==> config.mk <==
export PLATFORM = sky130hd
export DESIGN_NAME = fifo_spi_drain_flat
export DESIGN_NICKNAME = d
export VERILOG_FILES = /design/src/rtl/spi_bridge_pkg.sv /design/src/rtl/fifo_spi_drain_if.sv /design/src/rtl/spi_clk_div.sv /design/src/rtl/fifo_spi_drain.sv /design/src/flat_wrapper.sv
export SDC_FILE = /design/constraint.sdc
export NUM_CORES = 1
export LEC_CHECK = 0
export ABC_AREA = 1
export CORE_MARGIN = 3
export CORE_UTILIZATION = 27
export DETAILED_ROUTE_END_ITERATION = 10
export GPL_TIMING_DRIVEN = 0
export PLACE_DENSITY = 0.56
export SKIP_CTS_REPAIR_TIMING = 1
export SYNTH_ARGS = -nofsm -noshare
export SYNTH_HDL_FRONTEND = slang
export SYNTH_SLANG_ARGS = --single-unit
==> constraint.sdc <==
create_clock -name i_clk -period 3.6 [get_ports i_clk]
set_input_delay 0.72 -clock i_clk [delete_from_list [all_inputs] [get_ports i_clk]]
set_output_delay 0.72 -clock i_clk [all_outputs]
set_load 0.05 [all_outputs]
==> src/rtl/spi_bridge_pkg.sv <==
// Shared SPI bridge definitions: drain FSM states, SPI mode and default word width.
package spi_bridge_pkg;

   typedef enum logic [2:0] {IDLE, LEAD, SHIFT, TRAIL, GAP} drain_state_t;

   localparam logic CPOL = 1'b0;
   localparam logic CPHA = 1'b0;

   localparam int DEFAULT_DW = 8;

endpackage

==> src/rtl/fifo_spi_drain_if.sv <==
// FIFO read port plus SPI pins of the drain; master is the drain, slave the FIFO/SPI side.
interface fifo_spi_drain_if
   import spi_bridge_pkg::*;
#(
   parameter int DW = DEFAULT_DW
) ();

   logic          i_fifo_empty;
   logic [DW-1:0] i_fifo_data;
   logic          o_fifo_rd;
   logic          o_cs_n;
   logic          o_sck;
   logic          o_mosi;
   logic          i_miso;
   logic [DW-1:0] o_rx_data;
   logic          o_rx_valid;
   logic          o_busy;

   modport master (
      input  i_fifo_empty, i_fifo_data, i_miso,
      output o_fifo_rd, o_cs_n, o_sck, o_mosi, o_rx_data, o_rx_valid, o_busy
   );

   modport slave (
      output i_fifo_empty, i_fifo_data, i_miso,
      input  o_fifo_rd, o_cs_n, o_sck, o_mosi, o_rx_data, o_rx_valid, o_busy
   );

endinterface

==> src/rtl/spi_clk_div.sv <==
// SCK half-period divider: tick every CLK_DIV enabled cycles; rise/fall alternate while sck_en.
// Counter and phase clear whenever the divider is disabled.
module spi_clk_div #(
   parameter int CLK_DIV = 2
) (
   input  logic clk,
   input  logic rst,
   input  logic en,
   input  logic sck_en,
   output logic tick,
   output logic rise,
   output logic fall
);

   localparam int CW = $clog2(CLK_DIV + 1);
   localparam logic [CW-1:0] LAST = CW'(CLK_DIV - 1);

   logic [CW-1:0] cnt;
   logic          phase;

   assign tick = en && (cnt == LAST);
   assign rise = tick && sck_en && !phase;
   assign fall = tick && sck_en && phase;

   always_ff @(posedge clk or posedge rst) begin
      if (rst) begin
         cnt   <= '0;
         phase <= 1'b0;
      end else if (!en) begin
         cnt   <= '0;
         phase <= 1'b0;
      end else begin
         cnt <= (cnt == LAST) ? '0 : cnt + CW'(1);
         // phase stays low outside SHIFT so the first tick of SHIFT is always a rise
         if (!sck_en)
            phase <= 1'b0;
         else if (tick)
            phase <= ~phase;
      end
   end

endmodule

==> src/rtl/fifo_spi_drain.sv <==
// Drains a first-word-fall-through byte FIFO through an SPI mode-0 master, MSB first.
// Pop strobe is a same-cycle decode of registered state; CS is held across back-to-back words.
module fifo_spi_drain
   import spi_bridge_pkg::*;
#(
   parameter int CLK_DIV = 2,
   parameter int CS_GAP  = 2,
   parameter int DW      = DEFAULT_DW
) (
   input  logic             i_clk,
   input  logic             i_reset,
   fifo_spi_drain_if.master bus
);

   localparam int BW = $clog2(DW + 1);
   localparam int GW = $clog2(CS_GAP + 1);
   localparam logic [BW-1:0] LAST_BIT = BW'(DW - 1);
   localparam logic [GW-1:0] LAST_GAP = GW'(CS_GAP - 1);

   drain_state_t  state;
   logic [DW-1:0] tx;
   logic [DW-1:0] rx;
   logic [BW-1:0] bit_cnt;
   logic [GW-1:0] gap_cnt;
   logic          div_en, sck_en;
   logic          tick, rise, fall;
   logic          sample_evt, word_end, pop;

   assign div_en = (state == LEAD) || (state == SHIFT) || (state == TRAIL);
   assign sck_en = (state == SHIFT);

   spi_clk_div #(.CLK_DIV(CLK_DIV)) u_div (
      .clk    (i_clk),
      .rst    (i_reset),
      .en     (div_en),
      .sck_en (sck_en),
      .tick   (tick),
      .rise   (rise),
      .fall   (fall)
   );

   assign sample_evt = (CPHA == 1'b0) ? rise : fall;
   assign word_end   = fall && (bit_cnt == LAST_BIT);

   // Pop only where a word is actually taken: from IDLE, or on the last falling edge of a word
   assign pop = !i_reset && !bus.i_fifo_empty &&
                ((state == IDLE) || ((state == SHIFT) && word_end));
   assign bus.o_fifo_rd = pop;

   always_ff @(posedge i_clk or posedge i_reset) begin
      if (i_reset) begin
         state          <= IDLE;
         bus.o_cs_n     <= 1'b1;
         bus.o_sck      <= CPOL;
         bus.o_mosi     <= 1'b0;
         bus.o_rx_data  <= '0;
         bus.o_rx_valid <= 1'b0;
         bus.o_busy     <= 1'b0;
         tx             <= '0;
         rx             <= '0;
         bit_cnt        <= '0;
         gap_cnt        <= '0;
      end else begin
         bus.o_rx_valid <= 1'b0;
         case (state)
            IDLE: begin
               if (pop) begin
                  tx         <= bus.i_fifo_data;
                  bus.o_mosi <= bus.i_fifo_data[DW-1];
                  bit_cnt    <= '0;
                  bus.o_cs_n <= 1'b0;
                  bus.o_busy <= 1'b1;
                  state      <= LEAD;
               end
            end
            LEAD: begin
               if (tick)
                  state <= SHIFT;
            end
            SHIFT: begin
               if (rise)
                  bus.o_sck <= ~CPOL;
               if (sample_evt)
                  rx <= {rx[DW-2:0], bus.i_miso};
               if (fall) begin
                  bus.o_sck <= CPOL;
                  if (word_end) begin
                     bus.o_rx_data  <= rx;
                     bus.o_rx_valid <= 1'b1;
                     bit_cnt        <= '0;
                     if (pop) begin
                        tx         <= bus.i_fifo_data;
                        bus.o_mosi <= bus.i_fifo_data[DW-1];
                     end else begin
                        state <= TRAIL;
                     end
                  end else begin
                     tx         <= {tx[DW-2:0], 1'b0};
                     bus.o_mosi <= tx[DW-2];
                     bit_cnt    <= bit_cnt + BW'(1);
                  end
               end
            end
            TRAIL: begin
               if (tick) begin
                  bus.o_cs_n <= 1'b1;
                  gap_cnt    <= '0;
                  state      <= GAP;
               end
            end
            GAP: begin
               if (gap_cnt == LAST_GAP) begin
                  bus.o_busy <= 1'b0;
                  state      <= IDLE;
               end else begin
                  gap_cnt <= gap_cnt + GW'(1);
               end
            end
            default: state <= IDLE;
         endcase
      end
   end

endmodule
==> src/flat_wrapper.sv <==
// flat-port wrapper written by rule: the top's interface ports become plain ports
module fifo_spi_drain_flat import spi_bridge_pkg::*;
#(
   parameter int CLK_DIV = 2,
   parameter int CS_GAP  = 2,
   parameter int DW      = DEFAULT_DW
)
  (i_clk, i_reset, bus_i_fifo_empty, bus_i_fifo_data, bus_i_miso, bus_o_fifo_rd, bus_o_cs_n, bus_o_sck, bus_o_mosi, bus_o_rx_data, bus_o_rx_valid, bus_o_busy);
  fifo_spi_drain_if #(.DW(DW)) bus_i ();
  input  logic i_clk;
  input  logic i_reset;
  input wire logic [$bits(bus_i.i_fifo_empty)-1:0] bus_i_fifo_empty;
  input wire logic [$bits(bus_i.i_fifo_data)-1:0] bus_i_fifo_data;
  input wire logic [$bits(bus_i.i_miso)-1:0] bus_i_miso;
  output wire logic [$bits(bus_i.o_fifo_rd)-1:0] bus_o_fifo_rd;
  output wire logic [$bits(bus_i.o_cs_n)-1:0] bus_o_cs_n;
  output wire logic [$bits(bus_i.o_sck)-1:0] bus_o_sck;
  output wire logic [$bits(bus_i.o_mosi)-1:0] bus_o_mosi;
  output wire logic [$bits(bus_i.o_rx_data)-1:0] bus_o_rx_data;
  output wire logic [$bits(bus_i.o_rx_valid)-1:0] bus_o_rx_valid;
  output wire logic [$bits(bus_i.o_busy)-1:0] bus_o_busy;
  assign bus_i.i_fifo_empty = bus_i_fifo_empty;
  assign bus_i.i_fifo_data = bus_i_fifo_data;
  assign bus_i.i_miso = bus_i_miso;
  assign bus_o_fifo_rd = bus_i.o_fifo_rd;
  assign bus_o_cs_n = bus_i.o_cs_n;
  assign bus_o_sck = bus_i.o_sck;
  assign bus_o_mosi = bus_i.o_mosi;
  assign bus_o_rx_data = bus_i.o_rx_data;
  assign bus_o_rx_valid = bus_i.o_rx_valid;
  assign bus_o_busy = bus_i.o_busy;
  fifo_spi_drain #(.CLK_DIV(CLK_DIV), .CS_GAP(CS_GAP), .DW(DW)) u_core (.i_clk(i_clk), .i_reset(i_reset), .bus(bus_i));
endmodule
== Yosys cells after proc, flatten, opt, wreduce, memory -nomap -nowiden ==
Cells that the tools add are included.
Word-level totals
  flip-flop bits (word level): 41
  input port bits: 12
  output and inout bits: 14
  word-level logic and storage cells: 101
Cells by class
  add/sub/neg operators: 3
  equal/unequal tests: 16
  multiplexer cells: 39
  bitwise gates (word level): 1
  reduce and logical (&&, ||, !) cells: 29
Operators by type and width (count)
  $mux 8: 3
  $mux 3: 7
  $pmux 8 s2: 1
  $mux 1: 15
  $pmux 3 s5: 1
  $reduce_and 3->1: 5
  $mux 4: 3
  $ne 2x2->1 const B: 5
  $reduce_bool 2->1: 5
  $logic_and 1x1->1: 8
  $mux 2: 4
  $pmux 4 s2: 1
  $reduce_and 7->1: 1
  $eq 3x2->1 const B: 2
  $ne 2x1->1 const B: 3
  $pmux 1 s2: 3
  $reduce_and 2->1: 3
  $add 2x1->2 const B: 2
  $add 4x1->4 const B: 1
  $eq 2x1->1 const B: 2
  $eq 4x3->1 const B: 1
  $pmux 2 s2: 1
  $eq 3x1->1 const B: 1
  $eq 3x3->1 const B: 1
  5 further kinds: 9

== Depth between registers and ports, before layout ==
  depth after elaboration: 14
  gate-level depth with buffers: 11
  depth with buffers taken out: 11

== Hierarchy ==
A second synthesis with hierarchy kept.
Second synthesis, totals
  cells, all modules: 208
  area, all modules: 1808.0 um^2
By module, submodules not included
  fifo_spi_drain: instances 1, cells each 189, area each 1664.1 um^2, seq. area each 927.1 um^2
  spi_clk_div: instances 1, cells each 19, area each 143.9 um^2, seq. area each 75.1 um^2

== Least setup slack after synthesis ==
Ideal clock, no wire load.
  path kind: in2out
  start: in bus_i_fifo_empty
  end: out bus_o_fifo_rd
  data arrival time: 1.400 ns
  data required time: 2.880 ns
  path slack: 1.480 ns
  stages on the path: 3
  buffers on the path: 0
  path through: nor2_1 > nand2_2 > nand2_2
On the way
  longest elaborated chain between the ends: 3
RTL lines
  start, declared: line flat_wrapper.sv:12  | input wire logic [$bits(bus_i.i_fifo_empty)-1:0] bus_i_fifo_empty;
  $logic_not 1->1: line fifo_spi_drain.sv:46  | assign pop = !i_reset && !bus.i_fifo_empty &&
  $logic_and 1x1->1 (2 in a row): line fifo_spi_drain.sv:46
  end, declared: line flat_wrapper.sv:15  | output wire logic [$bits(bus_i.o_fifo_rd)-1:0] bus_o_fifo_rd;
No other way between the ends.

== Final worst setup path ==
  start: in i_reset
  end: out bus_o_fifo_rd
On the way
  longest elaborated chain between the ends: 3
RTL lines
  start, declared: line flat_wrapper.sv:11  | input logic i_reset;
  $logic_not 1->1: line fifo_spi_drain.sv:46
  $logic_and 1x1->1 (2 in a row): line fifo_spi_drain.sv:46
No other way between the ends.

==> summary.md <==
| Metric | Value |
|---|---|
| Status | completed |
| Total gr overflow | 0 |
| Max-Cap Viols | 0 |
| Die area | 7770 um^2 |
| Top FF cell, synth | dfrtp_1 |
| Worst hold path class | register to register |
| Area growth syn-to-layout | 26.0% |
| Highest Clock Rate | 292 MHz |
| Initial antenna violation count | 0 |
| Diode count | 0 |
| Clk sink count | 40 |
| Total number of vias | 1,388 |
| Reg-to-Reg End | u_core.tx[6]$_DFFE_PP0P_ |
| CTS buffer count | 5 |
| Routed Antenna Nets | 0 |
| Max-slew violations | 0 |
| Syn Area/Cell | a little under 9 um^2 |
| CTS max path bufs | 2 |
| Data arrival, critical path | 2.71 ns |
| Final setup fails | 0 |
| Initial DRC count | 83 |
| Distinct cells, synth | 24 |
| Vias in the first global route | 1,373 |
| Commonest non-fill, non-tap cell in the layout | nand2_1 |
| Worst r2r src | u_core.bit_cnt[0]$_DFFE_PP0P_ |
| Sequential element share of the synthesized area | 55.0% |
| GR Util All Layers | 10.2% |
| I/O Buffers | 25 |
| Clk_skew | 0.00820 ns |
| Post-Syn Area | 1820 um^2 |
| FF-to-FF path depth | 8 |
| Most frequent cells in the layout | nand2_1, dfrtp_1, nor2_1, o21ai_0, clkdlybuf4s50_1 |
| RePlAce Congestion | between 0.7 and 0.8 |
| Share of cells above drive strength 1 | 11.1% |
| Async SR Flop Fraction | 100% |
| DR pass1 iterations | 4 |
| H-Tree Depth | 2 |
| Min Tclk post-route | ~3.4 ns |
| Worst rel slew slack | 44.7% |
| Final nets | 256 |
| Critical Path End Type | output port |
| Worst Hold Depth | 2 |
| Vias per cell | 4.34 |
| DP HPWL | 2570 um |
| Largest net degree at the start of global routing | 41 |
| Syn Nets | 224 |
| Unrepaired setup endpoints after global routing | no |
| HP Start | u_core.bus.o_cs_n$_DFFE_PP1P_ |
| Worst vdd ir | between 0.0002 and 0.0003 V |
| Die W | between 80 and 90 um |
| Setup crit start kind | primary input |
| Crit path max fanout | 9 |
| Fin crit share | 95.3% |
| Hold Path End | u_core.bus.o_cs_n$_DFFE_PP1P_ |
| Hold Violations, Final | 0 |
| Syn. warnings | 0 |
| DRC | 0 |
| Setup slack, reg-to-reg | a little under 2 ns |
| Setup TNS | 0 ns |
| Total power | roughly 1.6 mW |
| Pwr Density | around 700 nW/um^2 |
| Initial Utilization | 28.2% |
| Post-synth EDFFs | 0 |
| Leak pwr | around 1.1 nW |
| Io pins | 26 |
| Worst skew pair latency | 0.29 ns |
| CTS tree | built |
| Synth Instances | 210 |
| Routed len/inst | 11.1 um |
| Worst-Margin Slew | 0.828 ns |
| Pre-CTS WS | 0.140 ns |
| Clock transition at path regs | 0.07 ns |
| WP data required | approximately 2.9 ns |
| First-pass GRT wire length | 6190 um |
| Core ar. | 6460 um^2 |
| Synth Register Bits | 40 |
| Final core occ | around 36% |
| Root Buffer | clkbuf_8 |
| Worst setup margin | between 0.15 and 0.2 ns |
| Kind of critical path | primary input to output port |
| Die Span Y | 88.1 um |
| Hold_ws | 0.471 ns |
| Routed Wire Length | 3560 um |
| Row cnt | 29 |
==> area by class of cell <==
type,instances,area (um^2)
Tap cell,77,96.3
Buffer,2,12.5
Multi-Input combinational cell,143,713
Clock buffer,7,96.3
Sequential cell,40,1000
Fill cell,681,4160
Inverter,25,93.8
Clock inverter,1,30.0
Timing Repair Buffer,25,250
==> worst max-delay path, cell delays in order <==
cell	delay (ns)
clkdlybuf4s50_1	0.43
nor2_1	0.28
nand2_2	0.23
nand2_2	0.21
clkdlybuf4s50_1	0.83
==> kinds of logic (layout without fill, tap and decap cells) <==
kind of cell,after synthesis,count (layout),share of synthesized area [%]
AND/OR/NAND/NOR,108,108,28.5
flip-flops,40,40,55.0
AO/OA/AOI/OAI,33,33,9.27
buffers and inverters,27,60,5.84
adder cells (fa/ha/maj),2,2,1.37
==> per-stage QoR <==
| step | area, um^2 | std cells |
|---|---|---|
| floorplan | 1820 | 210 |
| global placement | 2170 | 312 |
| detailed placement | 2170 | 312 |
| CTS | 2290 | 320 |
| global route | 2290 | 320 |
| finish | 2290 | 320 |
==> synthesized netlist by cell type, types with 2 or more instances <==
| cell type | count | area (um^2) |
|---|---|---|
| inv_1 | 24 | 90.1 |
| nand2_2 | 5 | 31.3 |
| nand3_1 | 11 | 55.1 |
| nand3_4 | 2 | 35.0 |
| nand2_4 | 3 | 33.8 |
| nor2_1 | 32 | 120 |
| ha_1 | 2 | 25.0 |
| nor3_1 | 2 | 10.0 |
| o21ai_0 | 25 | 125 |
| nand2_1 | 48 | 180 |
| a21oi_1 | 5 | 25.0 |
| dfrtp_1 | 39 | 976 |
==> worst max-delay path by stage <==
stage                    end  slack (ns)              from
6_report       bus_o_fifo_rd        0.17           i_reset
5_1_grt        bus_o_fifo_rd        0.02           i_reset
4_1_cts        bus_o_fifo_rd        0.14           i_reset
3_5_place_dp   bus_o_fifo_rd        0.14           i_reset
3_3_place_gp   bus_o_fifo_rd        0.19           i_reset
2_1_floorplan  bus_o_fifo_rd        1.48  bus_i_fifo_empty
==> state kept, by name (all words and copies together) (netlist names) <==
| name | count |
|---|---|
| u_core.u_div.cnt | 2 |
| u_core.bus.o_sck | 1 |
| u_core.state | 3 |
| u_core.bit_cnt | 4 |
| u_core.bus.o_mosi | 1 |
| u_core.gap_cnt | 2 |
| u_core.bus.o_cs_n | 1 |
| u_core.u_div.phase | 1 |
| u_core.bus.o_rx_valid | 1 |
| u_core.rx | 8 |
| u_core.bus.o_rx_data | 8 |
| u_core.bus.o_busy | 1 |
| u_core.tx | 7 |
==> report_power, final <==
group          internal [mW]  switching [mW]  total (mW)  leakage, nW
Clock                  0.245           0.152       0.397       0.0645
Combinational          0.193           0.367       0.560        0.526
Sequential             0.576          0.0840       0.660        0.505
Total                   1.01           0.603        1.62         1.09
==> per-layer routing <==
layer  vias to the layer above  wire length (um)  global-route usage (%)
li1                        727                 -                       -
met1                       630              1860                    13.7
met2                        23              1510                    16.0
met3                         8               138                    2.73
met4                         0                45                    3.71
met5                         -                 0                       0
Power figures use the tool's default switching activity.
